--- src/rtl/vemicry_pkg.sv ---
// vemicry_pkg: shared opcodes, sequencer states and default widths for the VeMICry vector unit.
package vemicry_pkg;
  localparam int VLEN_MAX = 8;
  localparam int EIDX_W   = 3;
  localparam int RADD_W   = 3;
  localparam int DATA_W   = 32;
  localparam int ADDR_W   = 32;
  typedef enum logic [1:0] {VOP_NOP, VOP_ALU, VOP_LD, VOP_ST} vop_e;
  typedef enum logic [1:0] {IDLE, RUN_ALU, MEM, DRAIN} state_e;
endpackage

--- src/rtl/vec_addr_gen.sv ---
// vec_addr_gen: strided address register, element counter and last-element flag.
module vec_addr_gen #(
  parameter int EIDX_W = vemicry_pkg::EIDX_W,
  parameter int ADDR_W = vemicry_pkg::ADDR_W
) (
  input  logic              clock,
  input  logic              reset,
  input  logic              load_i,
  input  logic              step_i,
  input  logic [ADDR_W-1:0] base_i,
  input  logic [ADDR_W-1:0] stride_i,
  input  logic [EIDX_W:0]   vlen_i,
  output logic [ADDR_W-1:0] addr_o,
  output logic [EIDX_W:0]   idx_o,
  output logic              last_o
);
  logic [ADDR_W-1:0] addr_q, stride_q;
  logic [EIDX_W:0]   idx_q, vlen_q;
  always_ff @(posedge clock or negedge reset) begin
    if (!reset) begin
      addr_q   <= '0;
      stride_q <= '0;
      idx_q    <= '0;
      vlen_q   <= '0;
    end else if (load_i) begin
      addr_q   <= base_i;
      stride_q <= stride_i;
      idx_q    <= '0;
      vlen_q   <= vlen_i;
    end else if (step_i) begin
      addr_q <= addr_q + stride_q;
      idx_q  <= idx_q + (EIDX_W+1)'(1);
    end
  end
  assign addr_o = addr_q;
  assign idx_o  = idx_q;
  assign last_o = idx_q == vlen_q - (EIDX_W+1)'(1);
endmodule

--- src/rtl/vec_seq_ctrl.sv ---
// vec_seq_ctrl: walks one vector instruction element by element over the VRF and data-memory port.
module vec_seq_ctrl #(
  parameter int VLEN_MAX = vemicry_pkg::VLEN_MAX,
  parameter int EIDX_W   = vemicry_pkg::EIDX_W,
  parameter int RADD_W   = vemicry_pkg::RADD_W,
  parameter int DATA_W   = vemicry_pkg::DATA_W,
  parameter int ADDR_W   = vemicry_pkg::ADDR_W
) (
  input  logic              clock,
  input  logic              reset,
  input  logic              issue_valid,
  input  logic [1:0]        issue_op,
  input  logic [RADD_W-1:0] issue_vs,
  input  logic [RADD_W-1:0] issue_vt,
  input  logic [RADD_W-1:0] issue_vd,
  input  logic [ADDR_W-1:0] issue_base,
  input  logic [ADDR_W-1:0] issue_stride,
  input  logic [EIDX_W:0]   issue_vlen,
  output logic              pipe_stall,
  output logic [RADD_W-1:0] vrf_rs_add,
  output logic [RADD_W-1:0] vrf_rt_add,
  output logic [EIDX_W-1:0] vrf_ridx,
  input  logic [DATA_W-1:0] vrf_rt_data,
  output logic              vrf_we,
  output logic [RADD_W-1:0] vrf_wd_add,
  output logic [EIDX_W-1:0] vrf_widx,
  output logic              vrf_wsel_mem,
  output logic [DATA_W-1:0] mem_rdata_q,
  output logic              data_read,
  output logic              data_write,
  output logic [ADDR_W-1:0] data_add,
  output logic [DATA_W-1:0] data_in_mem,
  input  logic [DATA_W-1:0] memdataout,
  input  logic              mem_ready,
  output logic              done
);
  import vemicry_pkg::*;
  state_e            state_q, state_d;
  vop_e              op_q;
  logic [RADD_W-1:0] vs_q, vt_q, vd_q;
  logic [EIDX_W-1:0] widx_q;
  logic [DATA_W-1:0] rdata_q;
  logic              gap_q, gap_d, wb_q, wb_d, wsel_q, wsel_d;
  logic              accept, load, step, last, req;
  logic [EIDX_W:0]   idx, vlen_c;
  logic [ADDR_W-1:0] addr;
  assign accept = state_q == IDLE && issue_valid && issue_op != VOP_NOP && issue_vlen != '0;
  assign vlen_c = issue_vlen > (EIDX_W+1)'(VLEN_MAX) ? (EIDX_W+1)'(VLEN_MAX) : issue_vlen;
  vec_addr_gen #(.EIDX_W(EIDX_W), .ADDR_W(ADDR_W)) u_agen (
    .clock(clock), .reset(reset), .load_i(load), .step_i(step),
    .base_i(issue_base), .stride_i(issue_stride), .vlen_i(vlen_c),
    .addr_o(addr), .idx_o(idx), .last_o(last)
  );
  // gap_q forces the one idle cycle between memory requests
  always_comb begin
    state_d = state_q;
    load    = 1'b0;
    step    = 1'b0;
    gap_d   = gap_q;
    wb_d    = 1'b0;
    wsel_d  = wsel_q;
    case (state_q)
      IDLE: if (accept) begin
        load    = 1'b1;
        gap_d   = 1'b0;
        state_d = issue_op == VOP_ALU ? RUN_ALU : MEM;
      end
      RUN_ALU: begin
        step    = 1'b1;
        wb_d    = 1'b1;
        wsel_d  = 1'b0;
        state_d = last ? DRAIN : RUN_ALU;
      end
      MEM: if (gap_q) gap_d = 1'b0;
        else if (mem_ready) begin
          step    = 1'b1;
          wb_d    = op_q == VOP_LD;
          wsel_d  = 1'b1;
          gap_d   = !last;
          state_d = last ? DRAIN : MEM;
        end
      default: state_d = IDLE;
    endcase
  end
  always_ff @(posedge clock or negedge reset) begin
    if (!reset) begin
      state_q <= IDLE;
      op_q    <= VOP_NOP;
      vs_q    <= '0;
      vt_q    <= '0;
      vd_q    <= '0;
      widx_q  <= '0;
      rdata_q <= '0;
      gap_q   <= 1'b0;
      wb_q    <= 1'b0;
      wsel_q  <= 1'b0;
    end else begin
      state_q <= state_d;
      gap_q   <= gap_d;
      wb_q    <= wb_d;
      wsel_q  <= wsel_d;
      if (load) begin
        op_q <= vop_e'(issue_op);
        vs_q <= issue_vs;
        vt_q <= issue_vt;
        vd_q <= issue_vd;
      end
      if (step) widx_q <= idx[EIDX_W-1:0];
      if (step && op_q == VOP_LD) rdata_q <= memdataout;
    end
  end
  assign req          = state_q == MEM && !gap_q;
  assign pipe_stall   = state_q != IDLE;
  assign done         = state_q == DRAIN;
  assign data_read    = req && op_q == VOP_LD;
  assign data_write   = req && op_q == VOP_ST;
  assign data_add     = addr;
  assign data_in_mem  = data_write ? vrf_rt_data : '0;
  assign vrf_rs_add   = vs_q;
  assign vrf_rt_add   = vt_q;
  assign vrf_ridx     = idx[EIDX_W-1:0];
  assign vrf_we       = wb_q;
  assign vrf_wd_add   = vd_q;
  assign vrf_widx     = widx_q;
  assign vrf_wsel_mem = wsel_q;
  assign mem_rdata_q  = rdata_q;
endmodule

--- config.mk ---
export PLATFORM = sky130hd
export DESIGN_NAME = vec_seq_ctrl
export DESIGN_NICKNAME = d
export VERILOG_FILES = /design/src/rtl/vemicry_pkg.sv /design/src/rtl/vec_addr_gen.sv /design/src/rtl/vec_seq_ctrl.sv
export SDC_FILE = /design/constraint.sdc
export NUM_CORES = 1
export LEC_CHECK = 0
export CAP_MARGIN = 25
export CORE_ASPECT_RATIO = 2
export CORE_MARGIN = 2
export CORE_UTILIZATION = 45
export CTS_CLUSTER_SIZE = 24
export DETAILED_ROUTE_END_ITERATION = 8
export GPL_TIMING_DRIVEN = 0
export MAX_ROUTING_LAYER = met4
export PLACE_DENSITY = 0.86
export SLEW_MARGIN = 10
export SYNTH_ARGS = -nofsm -noshare
export SYNTH_HDL_FRONTEND = slang
export SYNTH_HIERARCHICAL = 1
export SYNTH_SLANG_ARGS = --single-unit
--- constraint.sdc ---
create_clock -name clock -period 3.6 [get_ports clock]
set_input_delay 0.72 -clock clock [delete_from_list [all_inputs] [get_ports clock]]
set_output_delay 0.72 -clock clock [all_outputs]
set_load 0.01 [all_outputs]
# Word-level counts from Yosys, hierarchy flattened
# Index checks and enable logic that the tools add are counted.
# op_classes
n_addsub	3
order_cmp	1
eq_ne	10
mux	28
n_reduce_logical	19
# op_table
operator	n
$mux W32	3
$add A32 B32 Y32	1
$mux W1	12
$mux W4	3
$mux W2	5
$reduce_bool A2 Y1	5
$eq A2 B2 Y1 const B	4
$pmux W1 S2	4
$logic_and A1 B1 Y1	7
$ne A2 B2 Y1 const B	3
$pmux W2 S3	1
$reduce_and A3 Y1	2
$add A4 B1 Y4 const B	1
$eq A2 B1 Y1 const B	2
$eq A4 B4 Y1	1
$gt A4 B4 Y1 const B	1
$reduce_bool A4 Y1	1
$sub A4 B1 Y4 const B	1
$logic_not A1 Y1	2
$logic_not A2 Y1	1
$reduce_and A2 Y1	1
# totals
regBits	123
in_bits	147
out_inout_bits	117
word_cells	75

# Depth between registers and ports, before layout
# depth
depth_word	7
mapped_depth	11
mapped_depth_nobuf	11

# By module
# The synthesis kept the hierarchy.
# by_module_without_submodules
module	instances	cells_each	area_each_um2	seq_area_each_um2
vec_addr_gen	1	469	4631.9	1801.7
vec_seq_ctrl	1	176	2479.9	1276.2

# Least setup slack after synthesis
# Ideal clock, no wire load.
# synth_path
path_kind	register -> register
from	register u_agen.addr_q[0] (netlist: u_agen/addr_o[0])
to	register u_agen.addr_q[20] (netlist: u_agen/addr_o[20])
setup_time_ns	0.126
arrival_time_ns	2.685
t_required_ns	3.474
path_slack_ns	0.789
stages_incl_launch_ff	12
n_path_buf	0
period_less_slack_ns	2.811
cell_sequence	dfrtp_1 ha_1 fa_1 a21oi_1 nor3_1 o311a_1 or2_4 a21oi_2 o21ai_2 a311oi_2 mux2i_1 a221o_1
# synth_between
elab_chain_len	3
# synth_rtl
item	line	text
start, declared	vec_addr_gen.sv:17	logic [ADDR_W-1:0] addr_q, stride_q;
start signal, assigned	vec_addr_gen.sv:26	addr_q <= base_i;
start signal, assigned	vec_addr_gen.sv:31	addr_q <= addr_q + stride_q;
$add A32 B32 Y32	vec_addr_gen.sv:31	
$mux W32	vec_addr_gen.sv:30	end else if (step_i) begin
$mux W32	vec_addr_gen.sv:25	end else if (load_i) begin
# No other way between the ends. The select of a mux whose other input is x is not followed.
# A chain may end at the register's enable or synchronous reset.

# Worst setup path in the final report
# layout_path
from	register state_q[0]
to	output data_in_mem[1]
# layout_between
elab_chain_len	4
# layout_rtl
item	line	text
start, declared	vec_seq_ctrl.sv:38	state_e state_q, state_d;
start signal, assigned	vec_seq_ctrl.sv:98	state_q <= state_d;
$eq A2 B2 Y1	vec_seq_ctrl.sv:112	assign req = state_q == MEM && !gap_q;
$logic_and A1 B1 Y1	vec_seq_ctrl.sv:112	
$logic_and A1 B1 Y1	vec_seq_ctrl.sv:116	assign data_write = req && op_q == VOP_ST;
$mux W32	vec_seq_ctrl.sv:118	assign data_in_mem = data_write ? vrf_rt_data : '0;
end, declared	vec_seq_ctrl.sv:32	output logic [DATA_W-1:0] data_in_mem,
# No other way between the ends.

==> run summary <==
Starting DRC count in detailed routing: 224
Final Power: 10100 uW
Clk slew on worst S/H paths: 60 ps
Port bufs: 263
Share of layout cells above drive strength 1: 14.9%
Register bit total from synthesis: 123
Cell Rows: 65
Area share of the largest cell type after synthesis: 43.3%
Setup TNS: 0 ps
Syn nets: 830
Worst Skew: 12.3 ps
Remaining Overflow, GRT: 0
Sequential share of the synthesized area: 43.3%
Critical path capture point type: output port
Post-Syn Area: 7110 sq um
Synth warn: 6
Overall routing resource usage: 24.4%
Pin count of the biggest net entering global routing: 93
ANT cells: 0
Die height: 182 um
H-tree Lvls: 4
Largest family of logic cells by synthesized area: multiplexers
Setup crit start kind: flop
Setup CP Type: reg2out
CORE AREA: 15600 sq um
Nets: 1113
Max clock buf depth: 2
Fmax: 0.297 GHz
Crit-path max FO: 10
Slew headroom: 36.7%
Setup Fix Bufs, Post-CTS: 0
Critical Path AT: 2650 ps
Final setup fails: 0
Drt wl/cell: 17.8 um
Vias per Instance: 5.35
Pre-antenna DRT Iters: 4
Die width: 92.9 um
Unrepaired setup endpoints after global routing: false
Netlist cell types: 64
Top cells by count, synth: 123 x dfrtp_1, 52 x mux2_2, 43 x o21ai_0
EDFF count, synth: 0
Gp weighted congestion: 0.930
TritonCTS buffer count: 17
Most numerous cell in the Yosys netlist: dfrtp_1
Dominant synthesized flop cell: dfrtp_1
Worst Hold Class: in2async
MaxCap Viol Count: 0
HPWL after detailed placement: 15500 um
Yosys top cell by area: dfrtp_1
Die Area: 16900 sq um
Via Count: 6104
VDD IR max: 0.567 mV
CTS Hold Bufs: 0
Final std cells w/o fill: 1142
Later-pin clock latency in the skew report: 410 ps
Status: complete, no violations
Placed insts: 1110
Max-slew violations: 0
Syn_area_per_cell: 11.0 sq um
Synth Area in XOR/XNOR: 4.06%
Antenna Nets Post-Route: 0
Fin. Hold Viols: 0
Initial antenna violation count: 0
First-pass GRT wire length: 32200 um
CP required: 2880 ps
Period Utilization, post-route: 93.7%
Pwr Density: 958 nW/um^2
Area delta synth->final: 48.7%
TritonCTS clock tree: built
Post-synthesis mux area share: 18.2%
CTS root buf: clkbuf_16
Async SR Flop Fraction: 100%
Synth Area in Adders: 6.79%
CTS Sinks: 123
Worst slew pin tran: 950 ps
Area contributors post-synth: dfrtp_1 43%, mux2_2 8.2%, ha_1 6.5%, mux2_4 6.3%, mux2i_1 3.7%
Synth Area in Compound Gates: 12.6%
Vias in the first global route: 6437
Final min period: 3370 ps
I/O pins: 264
Mapped Cells: 645
Initial Util: 45.5%
Fillers: 1206
Leak Pwr: 0.00457 uW
Final core occ: 67.7%
DRC: 0
Routed WL: 20300 um
Worst hold slack: 194 ps
Simple-gate share of the synthesized area: 11.9%
Post-CTS resize count: 0
cell families after synthesis:
kind of cell	after synthesis
xor gates and xnor gates	33
AOI/OAI and AO/OA	138
muxes	108
adders and majority gates	38
and+or+nand+nor	161
buffers and inverters	44
DFF	123
power breakdown:
part	internal (uW)	switching, uW
sequential	2070	508
combinational	3070	2930
clock	917	636
total	6050	4070
registers in the layout (all words and copies together) (netlist names):
register and flops:
mem_rdata_q 32, vrf_rs_add 3, op_q 2, u_agen/vlen_q 4, gap_q 1, vrf_wd_add 3, vrf_rt_add 3, state_q 2
vrf_wsel_mem 1, u_agen/addr_o 32, u_agen/idx_o 4, vrf_widx 3, u_agen/stride_q 32, vrf_we 1
critical path, stage by stage (launching register included):
cell             delay (ps)
dfrtp_1                 410
inv_1                    90
ha_1                    230
inv_1                    90
nor2_1                  170
and3_1                  280
clkbuf_2                210
and2_1                  210
clkdlybuf4s50_1         560
per-layer routing:
| metal | wire length (um) | share of wire, % | GRT usage (%) | vias to the layer above |
|---|---|---|---|---|
| li1 | - | - | - | 2881 |
| met5 | 0 | 0 | - | - |
| met4 | 315 | 1.6 | 6.76 | 0 |
| met2 | 10100 | 50 | 39.9 | 244 |
| met1 | 8560 | 42 | 30.2 | 2950 |
| met3 | 1340 | 6.6 | 5.52 | 29 |
cell usage in the layout, fill, tap and decap left out, types with 3 or more instances in the layout:
master             n
ha_1              37
and2_1            33
xor2_1            15
mux2_2            52
nor2_1            30
buf_12             3
o21bai_1           4
mux2_4            30
clkbuf_1          21
nand2_1           40
buf_1              3
a21oi_1           33
nor2b_1           10
clkinv_4           3
clkinv_2           4
a221o_1            3
clkdlybuf4s50_1  262
a22oi_1            6
a21o_1            14
clkinvlp_4         4
o31ai_1            5
mux2i_1           26
or2_2              3
nand3_1           11
nand4_1            9
o21ai_0           43
a31oi_1            3
inv_1             13
o21a_1             3
dfrtp_1          123
nor3_1             5
a311oi_1           3
clkbuf_16         17
xnor2_1           18
and3_1             4
worst paths after layout:
kind,startpoint,to,slack (ps),depth (start not counted)
worst max-delay path,state_q[0],data_in_mem[1],230,8
worst min register to register,vrf_wd_add[1],vrf_wd_add[1],510,1
worst min-delay path,reset,u_agen/stride_q[20],190,1
max in group asynchronous,reset,vrf_wd_add[2],2640,2
worst max register to register,u_agen/addr_o[0],u_agen/addr_o[30],430,11
min in group clock,vrf_wd_add[1],vrf_wd_add[1],510,1
through the flow:
| step | setup WS, ps | instance area [sq um] |
|---|---|---|
| floorplan | 789 | 7110 |
| global placement | -2960 | 10000 |
| detailed placement | 12.4 | 10000 |
| CTS | 94.7 | 10600 |
| global route | 42.6 | 10600 |
| finish | 228 | 10600 |
final cells by class:
class                      instances  area, sq um  area share, %
multi-input combinational        478         3810           36.0
sequential                       123         3080           29.1
timing repair buffer             264         2660           25.2
clock buffer                      19          453           4.28
tap                              201          251           2.38
buffer                            31          176           1.67
clock inverter                    13         93.8          0.887
inverter                          13         48.8          0.461
Note: power is estimated with default switching activity, not from simulation.
